===== src/rtl/fracnet_mac_pipe.sv =====
// rtl/fracnet_mac_pipe.sv - pipelined multiply-accumulate with grouped saturating sums
// Product runs through NUM_STAGE registers, then one accumulate stage and one output stage.
module fracnet_mac_pipe #(
    parameter int DIN0_WIDTH  = 15,
    parameter int DIN1_WIDTH  = 5,
    parameter int ACC_WIDTH   = 24,
    parameter int NUM_STAGE   = 3,
    parameter int SIGNED_MODE = 0
) (
    input  logic                  clk,
    input  logic                  reset,
    input  logic                  ce,
    input  logic                  in_valid,
    input  logic [DIN0_WIDTH-1:0] din0,
    input  logic [DIN1_WIDTH-1:0] din1,
    input  logic                  acc_clear,
    input  logic                  acc_last,
    output logic                  out_valid,
    output logic [ACC_WIDTH-1:0]  dout,
    output logic                  overflow
);

    localparam int PW = DIN0_WIDTH + DIN1_WIDTH;
    localparam int SW = ACC_WIDTH + 1;
    localparam bit SGN = (SIGNED_MODE != 0);

    logic [PW-1:0] a_ext, b_ext, prod_d;
    logic [PW-1:0] prod_q [NUM_STAGE];
    logic [NUM_STAGE-1:0] vld_q, clr_q, lst_q;

    logic [ACC_WIDTH-1:0] acc_q, acc_d, dout_q;
    logic                 sticky_q, sticky_d, prev_last_q, fin_q, out_valid_q, ovf_q;
    logic                 fresh, ovf;
    logic [SW-1:0]        base, pext, sum;
    logic [PW-1:0]        prod_tail;

    // The low PW bits of the product are the same for signed and unsigned once
    // the operands are extended to PW bits, so one multiplier serves both modes.
    assign a_ext  = {{DIN1_WIDTH{SGN & din0[DIN0_WIDTH-1]}}, din0};
    assign b_ext  = {{DIN0_WIDTH{SGN & din1[DIN1_WIDTH-1]}}, din1};
    assign prod_d = a_ext * b_ext;

    assign prod_tail = prod_q[NUM_STAGE-1];
    assign fresh     = clr_q[NUM_STAGE-1] | prev_last_q;
    assign base      = fresh ? '0 : {SGN & acc_q[ACC_WIDTH-1], acc_q};
    assign pext      = {{(SW-PW){SGN & prod_tail[PW-1]}}, prod_tail};
    assign sum       = base + pext;

    always_comb begin
        ovf   = 1'b0;
        acc_d = sum[ACC_WIDTH-1:0];
        if (SGN) begin
            if (sum[SW-1] != sum[SW-2]) begin
                ovf   = 1'b1;
                acc_d = sum[SW-1] ? {1'b1, {(ACC_WIDTH-1){1'b0}}}
                                  : {1'b0, {(ACC_WIDTH-1){1'b1}}};
            end
        end else if (sum[SW-1]) begin
            ovf   = 1'b1;
            acc_d = '1;
        end
    end

    // Sticky flag restarts with each new group rather than on a literal zero accumulator.
    assign sticky_d = ovf | (fresh ? 1'b0 : sticky_q);

    always_ff @(posedge clk) begin
        if (reset) begin
            for (int i = 0; i < NUM_STAGE; i++) prod_q[i] <= '0;
            vld_q       <= '0;
            clr_q       <= '0;
            lst_q       <= '0;
            acc_q       <= '0;
            sticky_q    <= 1'b0;
            prev_last_q <= 1'b1;
            fin_q       <= 1'b0;
            out_valid_q <= 1'b0;
            dout_q      <= '0;
            ovf_q       <= 1'b0;
        end else if (ce) begin
            prod_q[0] <= prod_d;
            vld_q[0]  <= in_valid;
            clr_q[0]  <= acc_clear;
            lst_q[0]  <= acc_last;
            for (int i = 1; i < NUM_STAGE; i++) begin
                prod_q[i] <= prod_q[i-1];
                vld_q[i]  <= vld_q[i-1];
                clr_q[i]  <= clr_q[i-1];
                lst_q[i]  <= lst_q[i-1];
            end

            if (vld_q[NUM_STAGE-1]) begin
                acc_q       <= acc_d;
                sticky_q    <= sticky_d;
                prev_last_q <= lst_q[NUM_STAGE-1];
                fin_q       <= lst_q[NUM_STAGE-1];
            end else begin
                fin_q <= 1'b0;
            end

            out_valid_q <= fin_q;
            if (fin_q) begin
                dout_q <= acc_q;
                ovf_q  <= sticky_q;
            end
        end
    end

    assign out_valid = out_valid_q;
    assign dout      = dout_q;
    assign overflow  = ovf_q;

endmodule


===== config.mk =====
export PLATFORM = sky130hd
export DESIGN_NAME = fracnet_mac_pipe
export DESIGN_NICKNAME = d
export VERILOG_FILES = /design/src/rtl/fracnet_mac_pipe.sv
export SDC_FILE = /design/constraint.sdc
export NUM_CORES = 1
export LEC_CHECK = 0
export ABC_AREA = 1
export CORE_MARGIN = 4
export CORE_UTILIZATION = 50
export DETAILED_ROUTE_END_ITERATION = 7
export DONT_BUFFER_PORTS = 1
export GPL_ROUTABILITY_DRIVEN = 0
export PLACE_DENSITY_LB_ADDON = 0.3
export SLEW_MARGIN = 0
export SYNTH_ARGS = -nofsm -noshare
export SYNTH_HDL_FRONTEND = slang
export SYNTH_SLANG_ARGS = --single-unit

===== constraint.sdc =====
create_clock -name clk -period 5 [get_ports clk]
set_clock_uncertainty 0.1 [all_clocks]
set_input_delay 0.25 -clock clk [delete_from_list [all_inputs] [get_ports clk]]
set_output_delay 0.25 -clock clk [all_outputs]
set_load 0.01 [all_outputs]

== Word level (Yosys, flattened, before mapping) ==
Memory sizes are Yosys's and may differ from the RTL's.
Index checks and enable logic that the tools add are counted.

* Register bits: 62
* Bits in latches: 0
* Memory bits (writable): 60
* ROM bits: 0
* Bits of input ports: 26
* Output and inout port bits: 26
* Word-level logic and storage cells: 33
* Memories: 1

* Add/subtract/negate cells: 1
* Multipliers: 1
* Div/mod/pow operators: 0
* Magnitude comparators: 0
* Eq/ne operators: 0
* Shift operators: 0
* Muxes and demuxes: 13
* Bitwise logic cells: 5
* Reductions and logical operators: 2

{| class="wikitable"
|+ Memory list
! name !! words !! bits a word !! rd ports !! clocked after memory_dff !! wr ports !! RTL line !! text
|-
| prod_q || 3 || 20 || 3 || 0 || 3 || 28 || <nowiki>logic [PW-1:0] prod_q [NUM_STAGE];</nowiki>
|}

{| class="wikitable"
|+ Operator list
! kind !! number
|-
| two-way mux 20 bit || 3
|-
| two-way mux 24 bit || 2
|-
| adder 24 x 20 -> 25 bit || 1
|-
| multiplier 15 x 5 -> 20 bit || 1
|-
| two-way mux 1 bit || 8
|-
| OR 1 bit || 5
|-
| AND reduction 2 bit || 2
|}

== Longest topological paths before layout ==
Gate-level depths: netlist (run 1).

* Word-level depth: 5
* Depth in mapped cells: 19

== Least setup slack after synthesis (run 1) ==
OpenSTA, ideal clock, no wires.

* Path type: input to register
* Start point: input din1[4]
* End point: memory prod_q[0][18] (netlist bit), data pin
* Data arrival time: 3417 ps
* Required time: 4645 ps
* Slack: 1228 ps
* Stages: 14
* Path buffers: 1
* Path through: clkbuf_1 > nand2_1 > fa_1 > fa_1 > fa_1 > inv_1 > ha_1 > nand2_1 > nand2_1 > o21ai_0 > o21ai_0 > nand3_1 > a21oi_1 > nor2_1

{| class="wikitable"
|+ RTL lines
! what !! RTL line !! text
|-
| start, declared || 15 || <nowiki>input logic [DIN1_WIDTH-1:0] din1,</nowiki>
|-
| end, declared || 28 ||
|}

== Final worst setup path (run 1) ==
* Start point: register prev_last_q
* End point: register acc_q[3]

* Cells in the longest elaborated chain, start to end: 4

{| class="wikitable"
|+ Ends and longest elaborated chain
! what !! RTL line !! text
|-
| start, declared || 32 || <nowiki>logic sticky_q, sticky_d, prev_last_q, fin_q, out_valid_q, ovf_q;</nowiki>
|-
| start signal, assigned || 95 || <nowiki>prev_last_q <= lst_q[NUM_STAGE-1];</nowiki>
|-
| OR 1 bit || 44 || <nowiki>assign fresh = clr_q[NUM_STAGE-1] | prev_last_q;</nowiki>
|-
| two-way mux 24 bit || 45 || <nowiki>assign base = fresh ? '0 : {SGN & acc_q[ACC_WIDTH-1], acc_q};</nowiki>
|-
| adder 24 x 20 -> 25 bit || 47 || <nowiki>assign sum = base + pext;</nowiki>
|-
| two-way mux 24 bit || 58 || <nowiki>end else if (sum[SW-1]) begin</nowiki>
|-
| end signal, assigned || 73 || <nowiki>acc_q <= '0;</nowiki>
|-
| end signal, assigned || 93 || <nowiki>acc_q <= acc_d;</nowiki>
|-
| end, declared || 31 || <nowiki>logic [ACC_WIDTH-1:0] acc_q, acc_d, dout_q;</nowiki>
|}

No other way between the ends.
A chain may end at the register's enable or synchronous reset.

==> results.txt, run 1 <==
The final net count is 1282. The post-detailed-placement half-perimeter wirelength is 13600 um. The clock root buffer is clkbuf_16. Global routing finished with a remaining overflow of 0. The clock tree from TritonCTS is yes. The final-layout setup total negative slack came out at 0 ps.

The transition time at the pin with the least slew margin came out at 817 ps. The first routing iteration left 480 violations. The floorplan step defined a die boundary enclosing 19400 um^2.

After layout, the design draws a total of 2.99 mW. The post-CTS setup buffer count came out at 0. The H-tree was split into 4 levels. Power spread over the standard cell area amounts to 317 nW/um^2.

For the worst setup path, the data required time is 5260 ps. The top cell types in the final layout, fill and taps aside, are inv_1 (264), nand2_1 (249), nor2_1 (124). Counting every sink on the clock net gives 122. The number of pins exceeding their max-slew limit in the final report came out at 0. The worst pin sits at a relative slew slack of 0.455. For this run, the slowest stage of the critical path takes 480 ps.

The number of buffers added by the clock tree synthesis step is 17. The global-route met2 utilization came out at 0.317. The number of buffers and inverters on the critical path is 5. The number of non-filler instances in the completed layout came out at 1401.

The number of global-route vias before repair came out at 6754. The number of synthesized register bits is 122. The number of library cell types mapped by synthesis came out at 32. The count of filler cells inserted in the layout came out at 1578. Of all nets on the critical path, the largest fanout is 22.

The count of port buffers added during placement came out at 0. In this design, the critical path's most frequently occurring cell is inv_1. Of the synthesized area, sequential elements account for 0.354. The number of optimization iterations in the first detailed-route pass came out at 6. After global routing, the most crowded layer is met2.

STA classifies the critical path endpoint as a register. The worst-skew pair later-pin latency is 420 ps. The flow ran to the end, and the final reports show no timing, DRC or antenna violations.

The total vias in the final route came out at 6915. The count of antenna diodes in the layout came out at 0. The detail route stage leaves a number of antenna-violating nets equal to 0.

Of the cells placed in the final design, the portion with a size suffix greater than 1 is 0.0745. The critical path in this run is classified as reg2reg. Dividing the detail-routed via count by the number of cells gives 4.94.

The family with the most delay on the worst path is simple AND/OR/NAND/NOR gates. The final worst-path setup slack came out at 1350 ps. The minimum clock period came out at 3650 ps. The static leakage is 4.78 nW. The area added between synthesis and finish came out at 9.59%.

Among all stages on the critical path, the largest delay is contributed by nand2_2. The routed design has 18000 um of wire. After clock tree synthesis, the clock-pin slew on the worst setup and hold paths is 60 ps.

The final hold slack came out at 28.0 ps. The worst hold path belongs to the class in2reg. The routed wire length per instance is 12.8 um.

Averaged over all synthesized cells, the footprint is 7.37 um^2. Dividing the final minimum period by the clock period gives 0.729. The aggregate global-route resource usage is 0.199. The number of placed instances with taps included is 1363.

The number of standard-cell rows in the floorplan is 47. The synthesis warning total is 0. The tool flagged a number of max-cap violations equal to 0. The first global-routing pass estimated 31700 um of wire.

The data arrival at the endpoint of the critical path is 3910 ps. The height of the chip came out at 139 um. Traced cell by cell, the critical path runs through nor2_4, inv_1, nor2_1, ha_1, inv_1, fa_1, inv_1, nand3_1, nand2_2, nand2_1, nand2_1, inv_2, nor2_4, nor2_2, nand2_2, o21ai_0, inv_1. The number of top-level design ports is 52. The number of setup violations in the final report is 0. The global routing met3 resource utilization is 0.0603. The highest clock frequency the design can meet came out at 274 MHz. The pre-CTS setup slack came out at 1180 ps. The maximum root-to-sink buffer count is 2. The routing usage on met1 came out at 0.254. STA classifies the critical path startpoint as a register. Setup repair after global routing left no endpoint under its margin. The number of nets handed over by synthesis was 1281. The initial standard-cell utilization of the core came out at 0.515. Leaving out fill and tap cells, the most frequent cell in the layout is inv_1.

The die boundary width came out at 139 um. The cell area after synthesis came out at 8600 um^2. The number of instances in the synthesized netlist came out at 1167. The maximum ir drop on the vdd rail is 0.236 mV. The total count of hold-check failures in the final report came out at 0. The core area came out at 16700 um^2. The initial antenna violation count is 0. Entering global routing, the biggest net connects 53 pins.

The setup slack on the worst flop-to-flop path is 1350 ps. The post-detailed-route DRC marker count is 0.
## timing repair
action | 4_1_cts | 5_1_grt
gates resized for setup | 0 | 0
hold buffers | 6 | 0
hold endpoints to repair | 12 | 0
## cell families (layout without fill, tap and decap cells)
family,count (synthesis),count (layout),share of synthesized area
AO/OA/AOI/OAI,165,165,0.0991
XOR/XNOR,14,14,0.0143
adder cells (fa/ha/maj),88,88,0.163
buffers and inverters,296,310,0.131
flip-flops,122,122,0.354
AND/OR/NAND/NOR,482,482,0.239
## flip-flops by register name (all words and copies together), names as in the netlist
register and count:
overflow 1, sticky_q 1, acc_q 24, lst_q 3, dout 24, prod_q 60, out_valid 1, prev_last_q 1
vld_q 3, clr_q 3, fin_q 1
## power by group
group,internal [mW],switching [mW]
combinational,0.230,0.424
clock,0.735,0.464
sequential,1.12,0.0198
total,2.08,0.908
## Yosys cell counts
master,n,area share
o21ai_1,3,0.0017
inv_2,3,0.0013
fa_1,40,0.093
clkinv_1,1,0.00044
nand2_1,250,0.11
nand3b_1,2,0.0017
o21ai_0,72,0.042
xor2_1,10,0.010
ha_1,48,0.070
o31ai_1,1,0.00087
clkbuf_1,26,0.011
nor2_1,124,0.054
o21a_1,3,0.0026
nand3_2,2,0.0023
o22ai_1,3,0.0022
nand4_1,7,0.0051
nand2_2,4,0.0029
xnor2_1,4,0.0041
nor2_2,38,0.028
a21o_1,4,0.0035
nor3_1,12,0.0070
nor2_4,3,0.0039
a21oi_1,78,0.045
inv_1,264,0.12
o21bai_1,1,0.00087
nand3_4,1,0.0020
edfxtp_1,60,0.21
and2_1,1,0.00073
dfxtp_1,62,0.14
nand3_1,37,0.022
buf_6,2,0.0026
or2_2,1,0.00073
## stage by stage
step,util,area [um^2]
detailed placement,0.526,8790
global route,0.564,9420
CTS,0.564,9420
floorplan,-,8600
finish,0.564,9420
global placement,0.526,8790
## metal layers
| layer | up-vias | part of all wire |
|---|---|---|
| li1 | 3597 | - |
| met1 | 3114 | 0.45 |
| met2 | 164 | 0.46 |
| met3 | 40 | 0.056 |
| met4 | 0 | 0.033 |
| met5 | - | 0 |
## final timing paths
| check | to | startpoint | cells after the start |
|---|---|---|---|
| worst min register to register | dout[16] | acc_q[16] | 2 |
| worst max register to register | acc_q[3] | prev_last_q | 17 |
| worst max-delay path | acc_q[3] | prev_last_q | 17 |
| worst min-delay path | fin_q | ce | 3 |
## area by class of cell
| cell class | instances | area (um^2) | share of cell area |
|---|---|---|---|
| Timing Repair Buffer | 10 | 90.1 | 0.00956 |
| Tap cell | 220 | 275 | 0.0292 |
| Inverter | 268 | 1010 | 0.107 |
| Clock buffer | 18 | 429 | 0.0455 |
| Clock inverter | 14 | 148 | 0.0157 |
| Multi-Input combinational cell | 749 | 4430 | 0.470 |
| Sequential cell | 122 | 3040 | 0.323 |
## worst min-delay path, delay by kind of cell
kind            cells  cell delay [ps]
buf+inv             1              110
simple gates        1               90
compound gates      1               50
(Power assumes the default switching activity.)
==> run 2: changes to the inputs <==
- clock period: 5 -> 3.1 ns (I/O delays scaled with it)
==> results.txt, run 2 (synthesized netlist as in run 1, its figures left out) <==
The number of violations reported at the end of detailed-routing iteration 0 came out at 443. The clock passes through at most 2 buffers. After detailed routing, the number of vias per cell comes to 4.92.

The tightest hold path in the finished design has a slack of 35.2 ps. The finished layout holds 1440 standard cells, fillers aside. Wires add up to 18900 um. The combinational fraction of design power is 0.288. The endpoint type of the worst setup path is a register.

The total grt overflow came out at 0. Of the available clock period, the critical path in the final layout requires 0.945. The net count of the finished layout is 1321. The flip-flop count of the largest register after layout came out at 60. The maximum ir drop on the vdd rail came out at 0.454 mV. Across the run, the number of max-cap violations was 0. The number of pins exceeding their max-slew limit in the final report is 0.

The aggregate global-route resource usage is 0.205. The number of placed instances with taps included is 1400. Together, buffers and inverters on the worst path number 4.

For this run, the top clock speed supported by timing is 341 MHz. The worst hold path terminates at clr_q[0]. Measured along the x axis, the die boundary spans 139 um. The number of H-tree levels came out at 4.

Setup slack closes at 170 ps. The number of setup violations in the final report is 0. Counting I/O delays and the setup requirement, the final critical path takes 2930 ps. The area added between synthesis and finish is 15.7%. At the pin with the least slew margin, the transition time is 708 ps. The post-detailed-placement half-perimeter wirelength came out at 14400 um. Once detail routing completed, the nets flagged for antenna violations numbered 0. The switching portion of total power is 0.307. The share of power burned in the clock network is 0.367.

The type of the most critical hold path is in2reg. The post-CTS setup buffer count came out at 0. The clock root buffer is clkbuf_16.

The sequential cell area in the final layout is 3040 um^2. The height of the chip came out at 139 um. The overall power of the completed layout came out at 5.33 mW. The data required time of the critical path came out at 3180 ps. The number of optimization iterations in the first detailed-route pass came out at 7. After detailed placement, the total cell area comes to 9270 um^2. The clock transition at the register clock pins on the worst setup and hold paths after CTS came out at 60 ps. The flow ran to the end, and the final reports show no timing, DRC or antenna violations. The internal power of the cells came out at 3.69 mW.

The worst-case headroom to the max-slew limit came out at 0.526. The count of port buffers added during placement came out at 0. The first-pass GRT wire length is 32500 um. Setup repair after global routing left no endpoint under its margin. Leaving out fill and tap cells, the most frequent cell in the layout is inv_1. In this design, the stage delay of the slowest critical-path cell is 520 ps. 52 I/O pins were placed. The routed layout has 7089 vias. The routed wire length per instance came out at 13.1 um. For this run, the share of the core covered by cells in the final layout is 0.596. The number of standard-cell rows in the floorplan is 47. For the worst setup path, the data arrival time is 3010 ps. In this run the register-to-register setup slack is 220 ps.

The family with the most delay on the worst path is adder cells. The type of the worst setup path is in2reg. The worst hold path begins at reset. The final instance area came out at 9950 um^2.

In the layout the commonest cells are inv_1 (259), nand2_1 (243), nor2_1 (123). The core area came out at 16700 um^2. In this run the critical register-to-register path is captured at acc_q[3]. The final-layout setup total negative slack is 0 ps. The ratio of total power to cell area is 535 nW/um^2. The count of antenna diodes in the layout came out at 0. The total count of hold-check failures in the final report came out at 0. The floorplan step defined a die boundary enclosing 19400 um^2. The area occupied by multi-input gates came out at 4650 um^2.

The number of buffers added by the clock tree synthesis step came out at 17. The critical register-to-register path startpoint is prev_last_q. Walking the worst path, the cells encountered are nand2_1, inv_1, fa_1, fa_1, inv_1, fa_1, inv_1, ha_4, nand2_2, inv_2, nand3_1, o21ai_2, a21oi_1, o21ai_0, nor2_1. Summed over all nets, the switching power comes to 1.64 mW.

The post-detailed-route DRC marker count came out at 0. The initial standard-cell utilization of the core is 0.515. The count of filler cells inserted in the layout is 1526. The initial antenna violation count was 0. Along the worst path, the maximum fanout reaches 5. The analysis attributes to cell leakage a power of 4.98 nW.

The hold path depth came out at 4. The sink count of the clock tree is 122. The pre-CTS setup slack is -269 ps. The number of global-route vias before repair is 6941.

The path depth of the worst reg2reg path came out at 18. The proportion of layout cells with a drive suffix above 1 came out at 0.132. The worst-skew pair later-pin latency is 420 ps.

The slowest stage of the critical path is the fa_1 cell. The maximum number of pins on one net before global-route repair came out at 49. The register containing the most flip-flops in the final layout is prod_q. The fraction of power consumed by sequential logic is 0.345.

STA classifies the critical path startpoint as an input port. TritonCTS built the clock tree.
-- run 2: per-layer routing --
layer / global-route usage / part of all wire
met1: 0.267 / 0.45
met2: 0.341 / 0.48
met3: 0.0400 / 0.045
met4: 0.0711 / 0.021
met5: 0 / 0
-- run 2: final cells by class --
class,instances,share of cell area
Clock inverter,15,0.0163
Timing Repair Buffer,49,0.0390
Clock buffer,17,0.0427
Multi-Input combinational cell,749,0.467
Tap cell,220,0.0277
Inverter,268,0.101
Sequential cell,122,0.306
-- run 2: worst max path at each step --
| stage | startpoint | end | slack, ps | cells past startpoint |
|---|---|---|---|---|
| 3_3_place_gp | din0[1] | prod_q[0][12] | -230 | 15 |
| 2_1_floorplan | din1[2] | prod_q[0][12] | -190 | 16 |
| 6_report | din0[6] | prod_q[0][14] | 170 | 15 |
| 4_1_cts | din0[1] | prod_q[0][12] | 170 | 15 |
| 3_5_place_dp | din0[1] | prod_q[0][12] | -270 | 15 |
| 5_1_grt | prev_last_q | acc_q[12] | 5 | 18 |
-- run 2: what timing repair did --
action,in CTS,in global routing
endpoints found under the hold margin,15,0
resized for setup,0,3
endpoints found under the setup margin,0,3
hold buffers,8,0
-- run 2: power groups by stage --
stage	sequential (mW)	clock [mW]	combinational, mW
floorplan	1.86	0	1.06
detailed placement	1.87	0	1.51
global placement	1.87	0	1.48
CTS	1.84	1.99	1.53
finish	1.84	1.96	1.54
global route	1.85	2.07	1.74
-- run 2: worst min-delay path, stage by stage --
cell and delay, ps:
nor2_2 20, buf_4 190, nand2_1 70, o21ai_0 60
